$ cat src/rtl/fft_pkg.sv
// Shared constants and types for the FFT front end: frame geometry of the
// serial sample loader and the encoding of its control states.
package fft_pkg;

    // Samples per FFT frame; must be a power of two so the byte index wraps.
    localparam int NUM_SAMPLES  = 128;
    // Bits per sample as delivered over the serial link.
    localparam int SAMPLE_W     = 8;
    // Width of an index into a frame.
    localparam int SAMPLE_IDX_W = $clog2(NUM_SAMPLES);
    // Metastability flops on each asynchronous serial input.
    localparam int SYNC_STAGES  = 2;

    typedef logic [SAMPLE_W-1:0] sample_t;

    // IDLE: waiting for slave select; RECEIVE: shifting bytes into the working
    // buffer; COMMIT: single cycle in which a completed frame was published.
    typedef enum logic [1:0] {
        IDLE    = 2'd0,
        RECEIVE = 2'd1,
        COMMIT  = 2'd2
    } loader_state_t;

endpackage

$ cat src/rtl/sync_edge_det.sv
// Brings one asynchronous pin into the clk domain through a flop chain and
// produces registered single-cycle rising/falling edge strobes of the
// synchronized level.
module sync_edge_det #(
    parameter int   STAGES    = 2,
    parameter logic RESET_VAL = 1'b0
) (
    input  logic clk,
    input  logic n_rst,
    input  logic d,
    output logic q,
    output logic rise,
    output logic fall
);

    logic [STAGES-1:0] chain;
    logic              prev;

    assign q = chain[STAGES-1];

    // Synchronizer chain plus a one-cycle-delayed copy for edge detection.
    always_ff @(posedge clk) begin
        // NOTE: sequential state uses non-blocking assignment so every flop in
        // the chain samples the value its predecessor held before this edge.
        if (!n_rst) begin
            chain <= {STAGES{RESET_VAL}};
            prev  <= RESET_VAL;
            rise  <= 1'b0;
            fall  <= 1'b0;
        end else begin
            chain[0] <= d;
            for (int i = 1; i < STAGES; i++) begin
                chain[i] <= chain[i-1];
            end
            prev <= chain[STAGES-1];
            rise <= chain[STAGES-1] & ~prev;
            fall <= ~chain[STAGES-1] & prev;
        end
    end

endmodule

$ cat src/rtl/spi_sample_loader.sv
// Serial sample loader feeding the FFT core. Bytes arrive LSB first on a slow
// SPI-style link, are assembled into a working frame buffer, and a completed
// frame is copied in one cycle to the samples output, which stays stable while
// the next frame loads.
module spi_sample_loader #(
    parameter int NUM_SAMPLES = fft_pkg::NUM_SAMPLES,
    parameter int SAMPLE_W    = fft_pkg::SAMPLE_W,
    parameter int SYNC_STAGES = fft_pkg::SYNC_STAGES
) (
    input  logic                                 clk,
    input  logic                                 n_rst,
    input  logic                                 ss,
    input  logic                                 clk_in,
    input  logic                                 data_in,
    output logic [0:NUM_SAMPLES-1][SAMPLE_W-1:0] samples,
    output logic                                 frame_valid,
    output logic                                 busy,
    output logic                                 frame_abort
);

    import fft_pkg::*;

    localparam int IDX_W = $clog2(NUM_SAMPLES);
    localparam int BIT_W = $clog2(SAMPLE_W);
    localparam logic [IDX_W-1:0] LAST_IDX = IDX_W'(NUM_SAMPLES - 1);
    localparam logic [BIT_W-1:0] LAST_BIT = BIT_W'(SAMPLE_W - 1);

    // Synchronized serial inputs and their edge strobes.
    logic ss_q;
    logic ss_rise;
    logic ss_fall;
    logic clk_in_q;
    logic clk_in_rise;
    logic clk_in_fall_unused;
    logic [SYNC_STAGES-1:0] data_chain;
    logic data_q;

    // Loader state.
    loader_state_t                         state;
    logic [BIT_W-1:0]                      bit_cnt;
    logic [IDX_W-1:0]                      byte_cnt;
    logic [SAMPLE_W-1:0]                   shreg;
    logic                                  byte_wr;
    logic [0:NUM_SAMPLES-1][SAMPLE_W-1:0]  working;
    logic                                  bit_stb;

    sync_edge_det #(
        .STAGES    (SYNC_STAGES),
        .RESET_VAL (1'b1)
    ) u_ss_sync (
        .clk   (clk),
        .n_rst (n_rst),
        .d     (ss),
        .q     (ss_q),
        .rise  (ss_rise),
        .fall  (ss_fall)
    );

    sync_edge_det #(
        .STAGES    (SYNC_STAGES),
        .RESET_VAL (1'b1)
    ) u_clk_in_sync (
        .clk   (clk),
        .n_rst (n_rst),
        .d     (clk_in),
        .q     (clk_in_q),
        .rise  (clk_in_rise),
        .fall  (clk_in_fall_unused)
    );

    // Data needs no edge detection, only the same synchronizer depth so it
    // lines up with the synchronized clk_in level.
    always_ff @(posedge clk) begin
        if (!n_rst) begin
            data_chain <= '0;
        end else begin
            data_chain[0] <= data_in;
            for (int i = 1; i < SYNC_STAGES; i++) begin
                data_chain[i] <= data_chain[i-1];
            end
        end
    end

    assign data_q = data_chain[SYNC_STAGES-1];

    // A bit is taken on every synchronized clk_in rise while selected; edges
    // seen with ss high or before the frame has started are ignored.
    assign bit_stb = clk_in_rise && !ss_q && (state != IDLE);

    // The pending byte write counts as progress so busy does not dip for the
    // cycle between the eighth bit of byte 0 and its write into the buffer.
    assign busy = (state == RECEIVE) && ((byte_cnt != '0) || (bit_cnt != '0) || byte_wr);

    // Byte assembly, frame buffering and the IDLE/RECEIVE/COMMIT sequencing.
    always_ff @(posedge clk) begin
        if (!n_rst) begin
            state       <= IDLE;
            bit_cnt     <= '0;
            byte_cnt    <= '0;
            shreg       <= '0;
            byte_wr     <= 1'b0;
            // NOTE: the working buffer is cleared on reset on purpose so a
            // freshly reset loader never exposes stale bytes; this keeps it in
            // flops rather than a RAM macro, which suits this small frame.
            working     <= '0;
            samples     <= '0;
            frame_valid <= 1'b0;
            frame_abort <= 1'b0;
        end else begin
            frame_valid <= 1'b0;
            frame_abort <= 1'b0;
            byte_wr     <= 1'b0;

            // LSB first: each new bit enters at the top and moves down, so
            // after SAMPLE_W strobes the first bit received sits in bit 0.
            if (bit_stb) begin
                shreg   <= {data_q, shreg[SAMPLE_W-1:1]};
                bit_cnt <= bit_cnt + 1'b1;
                byte_wr <= (bit_cnt == LAST_BIT);
            end

            // The byte is complete one cycle after its last strobe.
            if (byte_wr) begin
                working[byte_cnt] <= shreg;
                byte_cnt          <= byte_cnt + 1'b1;
            end

            case (state)
                IDLE: begin
                    if (ss_fall) begin
                        state    <= RECEIVE;
                        bit_cnt  <= '0;
                        byte_cnt <= '0;
                    end
                end

                RECEIVE: begin
                    if (byte_wr && (byte_cnt == LAST_IDX)) begin
                        // Publish the frame in the same cycle the final byte
                        // lands; that byte bypasses the working buffer.
                        state                  <= COMMIT;
                        samples                <= working;
                        samples[NUM_SAMPLES-1] <= shreg;
                        frame_valid            <= 1'b1;
                    end else if (ss_rise) begin
                        state <= IDLE;
                        if ((byte_cnt != '0) || (bit_cnt != '0) || byte_wr) begin
                            frame_abort <= 1'b1;
                        end
                    end
                end

                COMMIT: begin
                    // Counters already wrapped to zero, so a strobe taken in
                    // this cycle simply starts the next frame.
                    state <= ss_q ? IDLE : RECEIVE;
                end

                default: state <= IDLE;
            endcase
        end
    end

endmodule

$ cat config.mk
export PLATFORM = sky130hd
export DESIGN_NAME = spi_sample_loader
export DESIGN_NICKNAME = d
export VERILOG_FILES = /design/src/rtl/fft_pkg.sv /design/src/rtl/sync_edge_det.sv /design/src/rtl/spi_sample_loader.sv
export SDC_FILE = /design/constraint.sdc
export NUM_CORES = 2
export LEC_CHECK = 0
export ABC_CLOCK_PERIOD_IN_PS = 2400
export BUFFER_PORTS_ARGS = -buffer_cell sky130_fd_sc_hd__buf_4
export CAP_MARGIN = 20
export CORE_MARGIN = 2
export CORE_UTILIZATION = 30
export CTS_CLUSTER_DIAMETER = 60
export CTS_CLUSTER_SIZE = 8
export DETAILED_ROUTE_END_ITERATION = 12
export GPL_TIMING_DRIVEN = 0
export REMOVE_ABC_BUFFERS = 1
export SLEW_MARGIN = 20
export SYNTH_ARGS = -nofsm -noshare
export SYNTH_HDL_FRONTEND = slang
export SYNTH_SLANG_ARGS = --single-unit
$ cat constraint.sdc
create_clock -name clk -period 2.4 [get_ports clk]
set_input_delay 0.48 -clock clk [delete_from_list [all_inputs] [get_ports clk]]
set_output_delay 0.48 -clock clk [all_outputs]
set_load 0.02 [all_outputs]
# Word level (Yosys, flattened, before mapping)
# Index checks and enable logic that the tools add are counted.
word_totals:
  reg_bits: 2082
  inputBits: 5
  out_inout_bits: 1027
  wordCells: 324
op_classes:
  add_sub_neg: 2
  order_cmp: 2
  n_eq_ne: 6
  mux: 16
  bitwise: 10
  reduce_logical: 17
op_table:
  columns: ["cell", "n"]
  rows:
  - ["1024-bit bitwise mux", 1]
  - ["8-bit demux with 7-bit select", 1]
  - ["7-bit 2-to-1 mux", 3]
  - ["3-bit 2-to-1 mux", 3]
  - ["8-bit >= comparator, second input constant", 1]
  - ["8-bit by 1-bit less-than comparator with 1-bit output, second input constant", 1]
  - ["8-bit 2-to-1 mux", 1]
  - ["7-bit NOT with 8-bit output", 1]
  - ["2-bit AND reduction", 4]
  - ["7-bit by 1-bit adder with 7-bit output, second input constant", 1]
  - ["7-bit == test, second input constant", 1]
  - ["7-bit nonzero test", 1]
  - ["2-bit 2-to-1 mux", 3]
  - ["1-bit NOT", 6]
  - ["2-bit case mux with 3 select lines", 1]
  - ["1-bit logical AND", 5]
  - ["4-bit OR reduction", 1]
  - ["3-bit by 1-bit adder with 3-bit output, second input constant", 1]
  - ["1-bit bitwise AND", 3]
  - ["3-bit == test, second input constant", 1]
  - ["1-bit 2-to-1 mux", 3]
  - ["3-bit by 1-bit inequality test with 1-bit output, second input constant", 1]
  - ["3-bit nonzero test", 1]
  - ["2-bit by 1-bit == test with 1-bit output, second input constant", 1]
  - ["6 further kinds", 7]

# Longest topological paths before layout
depth:
  ltp_word: 6
  ltp_mapped: 8
  mapped_depth_nobuf: 5

# Modules after synthesis
# From an unflattened synthesis, not the netlist that was laid out.
hier_totals:
  cells_unflattened: 9319
  area_unflattened_um2: 82800.7
by_module_without_submodules:
  columns: ["mod", "n_inst", "cells_per_inst", "area_per_inst_um2", "seq_area_each_um2"]
  rows:
  - ["spi_sample_loader", 1, 9299, 82527.9, 41339.6]
  - ["sync_edge_det", 2, 10, 136.4, 100.1]

# Worst setup path before layout
# No wires, ideal clock.
synth_timing:
  path_type: "flip-flop to output port"
  startpoint: "register byte_cnt[3]"
  endpoint: "output busy"
  arrival_ps: 1588
  t_required_ps: 1920
  slack_ps: 332
  path_stages_with_launch: 6
  path_buffers: 2
  path_cell_list: "dfxtp_1 or4_1 clkbuf_1 clkbuf_1 nor3_1 nor2_1"
synth_between:
  elab_chain_cells: 4
synth_rtl:
  columns: ["item", "line", "rtl"]
  rows:
  - ["from (decl)", "spi_sample_loader.sv:41", "logic [IDX_W-1:0] byte_cnt;"]
  - ["from (signal assigned)", "spi_sample_loader.sv:125", "byte_cnt <= byte_cnt + 1'b1;"]
  - ["7-bit nonzero test", "spi_sample_loader.sv:92", "assign busy = (state == RECEIVE) && ((byte_cnt != '0) || (bit_cnt != '0) || byte_wr);"]
  - ["1-bit logical OR (2 in a row)", "spi_sample_loader.sv:92", null]
  - ["1-bit logical AND", "spi_sample_loader.sv:92", null]
  - ["to (decl)", "spi_sample_loader.sv:17", "output logic busy,"]
# Every way passes these cells.

# Worst setup path after layout
# Ends and elaborated chain as after synthesis.

==> results.cfg <==
[die]
die_w_um = 521
ios = 1032
dieArea_um2 = 271000
fp.dieH_um = 521
rows = 189
start_util_pct = 30.2
coreArea_um2 = 266000

[timing]
fin_ws_ps = -365
drv_slew = 0
layout_worst_path_cycle_share_pct = 115
finalSetupViolCount = 102
fmax_mhz = 362
relSlewSlack_pct = 37.4
period_minus_slack_ps = 2760
rsz0062_at_grt = yes
hold_viol = 0
worst_clock_skew_ps = 39.9
tightest_slew_ps = 938

[clocking]
cts_buffer_depth = 4
numCtsBuffers = 307
cts.clk_slew.worst_paths_ps = 50
cts_htree_levels = 5
cts_tree = built
cts_sinks = 2074
root_buffer = clkbuf_16
clkLatencyLatePin_ps = 900

[placement]
dp_slack_ps = -2740
dpl.cell_count = 13316
dp_hpwl_um = 193000
io_buffers = 1031
gp_congestion = 0.754

[global_routing]
grt_pass1_vias = 65934
antenna_found_initial = 10
grt_pass1_wl_um = 450000
grt_max_degree = 196
grt_usage_pct = 21.5
overflow = 0

[power_and_ir_drop]
p_leak_uw = 0.0363
vdd_drop_max_mv = 0.485
finalPower_uw = 75200
powerDensity_nw_per_um2 = 710

[layout]
fillers = 26249
area_growth_pct = 32.2
multiInputGateArea_um2 = 34700
nNetsFinal = 10323
final_cells = 13901
regArea_um2 = 41600
fin_util_pct = 39.9
layout-drive-gt1-share_pct = 20.5

[worst_hold_path]
hold_class = in -> reg
hp-start = n_rst

[yosys]
synth_seq_cells = 2074
yosys.area.top_type = dfxtp_1
synth-edff-count = 0
synth_ff_type = dfxtp_1
ys_top_cells_by_area = dfxtp_1 52%, mux2i_1 13%, nand2_1 9.6%
synth.most_common_cell = dfxtp_1
synth_area_um2 = 80200
ys_seq_area_share_pct = 51.8
synth_commonest_cells = 2,074 x dfxtp_1, 2,054 x nand2_1, 1,049 x mux2i_1, 1,006 x a21oi_1, 1,004 x nand3_1
avgSynthCellArea_um2 = 8.60
async_flop_share_pct = 0
syn_inst = 9320
yosysTopAreaCellShare_pct = 51.8
synth_warnings = 0
synth_cell_type_count = 44

[worst_setup_path]
critPathMostFrequentCell = buf_6
crit_start = byte_cnt[3]$_SDFF_PN0_
cp-start-kind = flop
path_max_fanout = 3
slowest_delay_ps = 580
crit_family = simple AND/OR/NAND/NOR gates
crit_path_end_kind = primary output
cp_slowest_cell = or4_4
criticalPathCategory = reg -> out
reg2reg_from = byte_cnt[0]$_SDFF_PN0_
path_cells = buf_6 -> or4_4 -> nor3_4 -> nor2_1 -> buf_6
worst_ep_required_time_ps = 1920
cp.arrival_ps = 2280
worstPathBufferInverterCount = 2

[run]
max_cap_violations = 0

[run_status]
status = complete, but fails checks
violations = setup timing

[route]
drt-pass1-iter-count = 7
routed_wl_um = 317000
drc = 0
vias = 71848
avgViaCountPerCell = 5.17
drt_iter0_drc = 7014
wl_per_cell_um = 22.8
drtAntennaViolNets = 0
[cell usage in the layout, fill, tap and decap left out, types with 16 or more instances in the layout]
master     Yosys  final
buf_2        216     18
nand3_1     1004   1003
o21ai_1       15     19
dfxtp_1     2074   2057
buf_4         14   1271
buf_6         41    179
buf_12         0     82
dfxtp_4        0     16
nand2_1     2054   2054
a21oi_1     1006   1005
clkbuf_16      0    324
o21ai_0      990    986
buf_16         0     77
mux2i_1     1049   1048
buf_8          0     48
[final timing paths]
| check | to | slack (ps) | depth (start not counted) |
|---|---|---|---|
| worst max-delay path | busy | -360 | 5 |
| worst max register to register | samples[128]$_SDFFE_PN0P_ | -110 | 17 |
| worst min register to register | u_clk_in_sync.rise$_SDFF_PN0_ | 400 | 1 |
| worst min-delay path | samples[423]$_SDFFE_PN0P_ | 80 | 3 |
[routing by layer]
metal / vias to the layer above / wire (um) / track usage, %
met1: 34928 / 133000 / 28.0
li1: 33524 / - / -
met5: - / 0 / 0
met4: 0 / 15500 / 9.92
met3: 582 / 27800 / 5.69
met2: 2814 / 141000 / 33.2
[area by class of cell]
cell class	count	share of cell area, %
sequential	2074	39.2
multi-input combinational	6221	32.7
timing repair buffer	1700	15.7
clock buffer	323	7.46
tap	3533	4.17
clock inverter	36	0.590
inverter	9	0.0472
antenna	5	0.0118
[cell families after synthesis]
logic type | count (synthesis) | synth area share [%]
and+or+nand+nor | 3140 | 16.8
DFF | 2074 | 51.8
AOI/OAI and AO/OA | 2016 | 12.6
muxes | 1049 | 13.1
buffers and inverters | 1032 | 5.62
adders and majority gates | 5 | 0.0780
xor gates and xnor gates | 4 | 0.0437
[metrics by stage]
step                      hold slack [ps]  instance area (um2)  setup TNS (ps)
final                                84.3               106000           -5410
after global routing                 57.2               106000          -21410
after CTS                            39.1               105000          -16860
after detailed placement              400                94100        -2305150
after global placement                373                87900               -
after floorplan                       366                75700               -
[worst reg2reg max path, stage by stage (launching register included)]
cell and delay, ps:
dfxtp_4 340, buf_6 100, ha_4 150, nand4_4 110, nor3_4 190, buf_4 140, buf_6 100, buf_8 100
buf_8 100, buf_12 110, buf_6 100, buf_6 90, buf_12 130, buf_12 130, buf_8 110, buf_8 130
buf_8 140, mux2i_1 180
[sequential cells by signal (all words and copies together) (netlist names), 2 cells and up]
| name | count |
|---|---|
| u_ss_sync.chain | 2 |
| u_clk_in_sync.chain | 2 |
| shreg | 8 |
| working | 1016 |
| byte_cnt | 7 |
| state | 2 |
| samples | 1024 |
| bit_cnt | 3 |
| data_chain | 2 |
[where the power goes]
group	total [uW]	internal (uW)	switching, uW
sequential	34500	34500	5.45
clock	39600	23700	15900
combinational	1080	167	912
total	75200	58400	16900
[repair_timing]
action,4_1_cts,5_1_grt
gates cloned,9,19
endpoints found under the hold margin,3,4
hold buffers,3,1
pin swaps,14,12
setup buffers,128,143
resized for setup,245,125
endpoints found under the setup margin,1920,735
(Power assumes the default switching activity.)
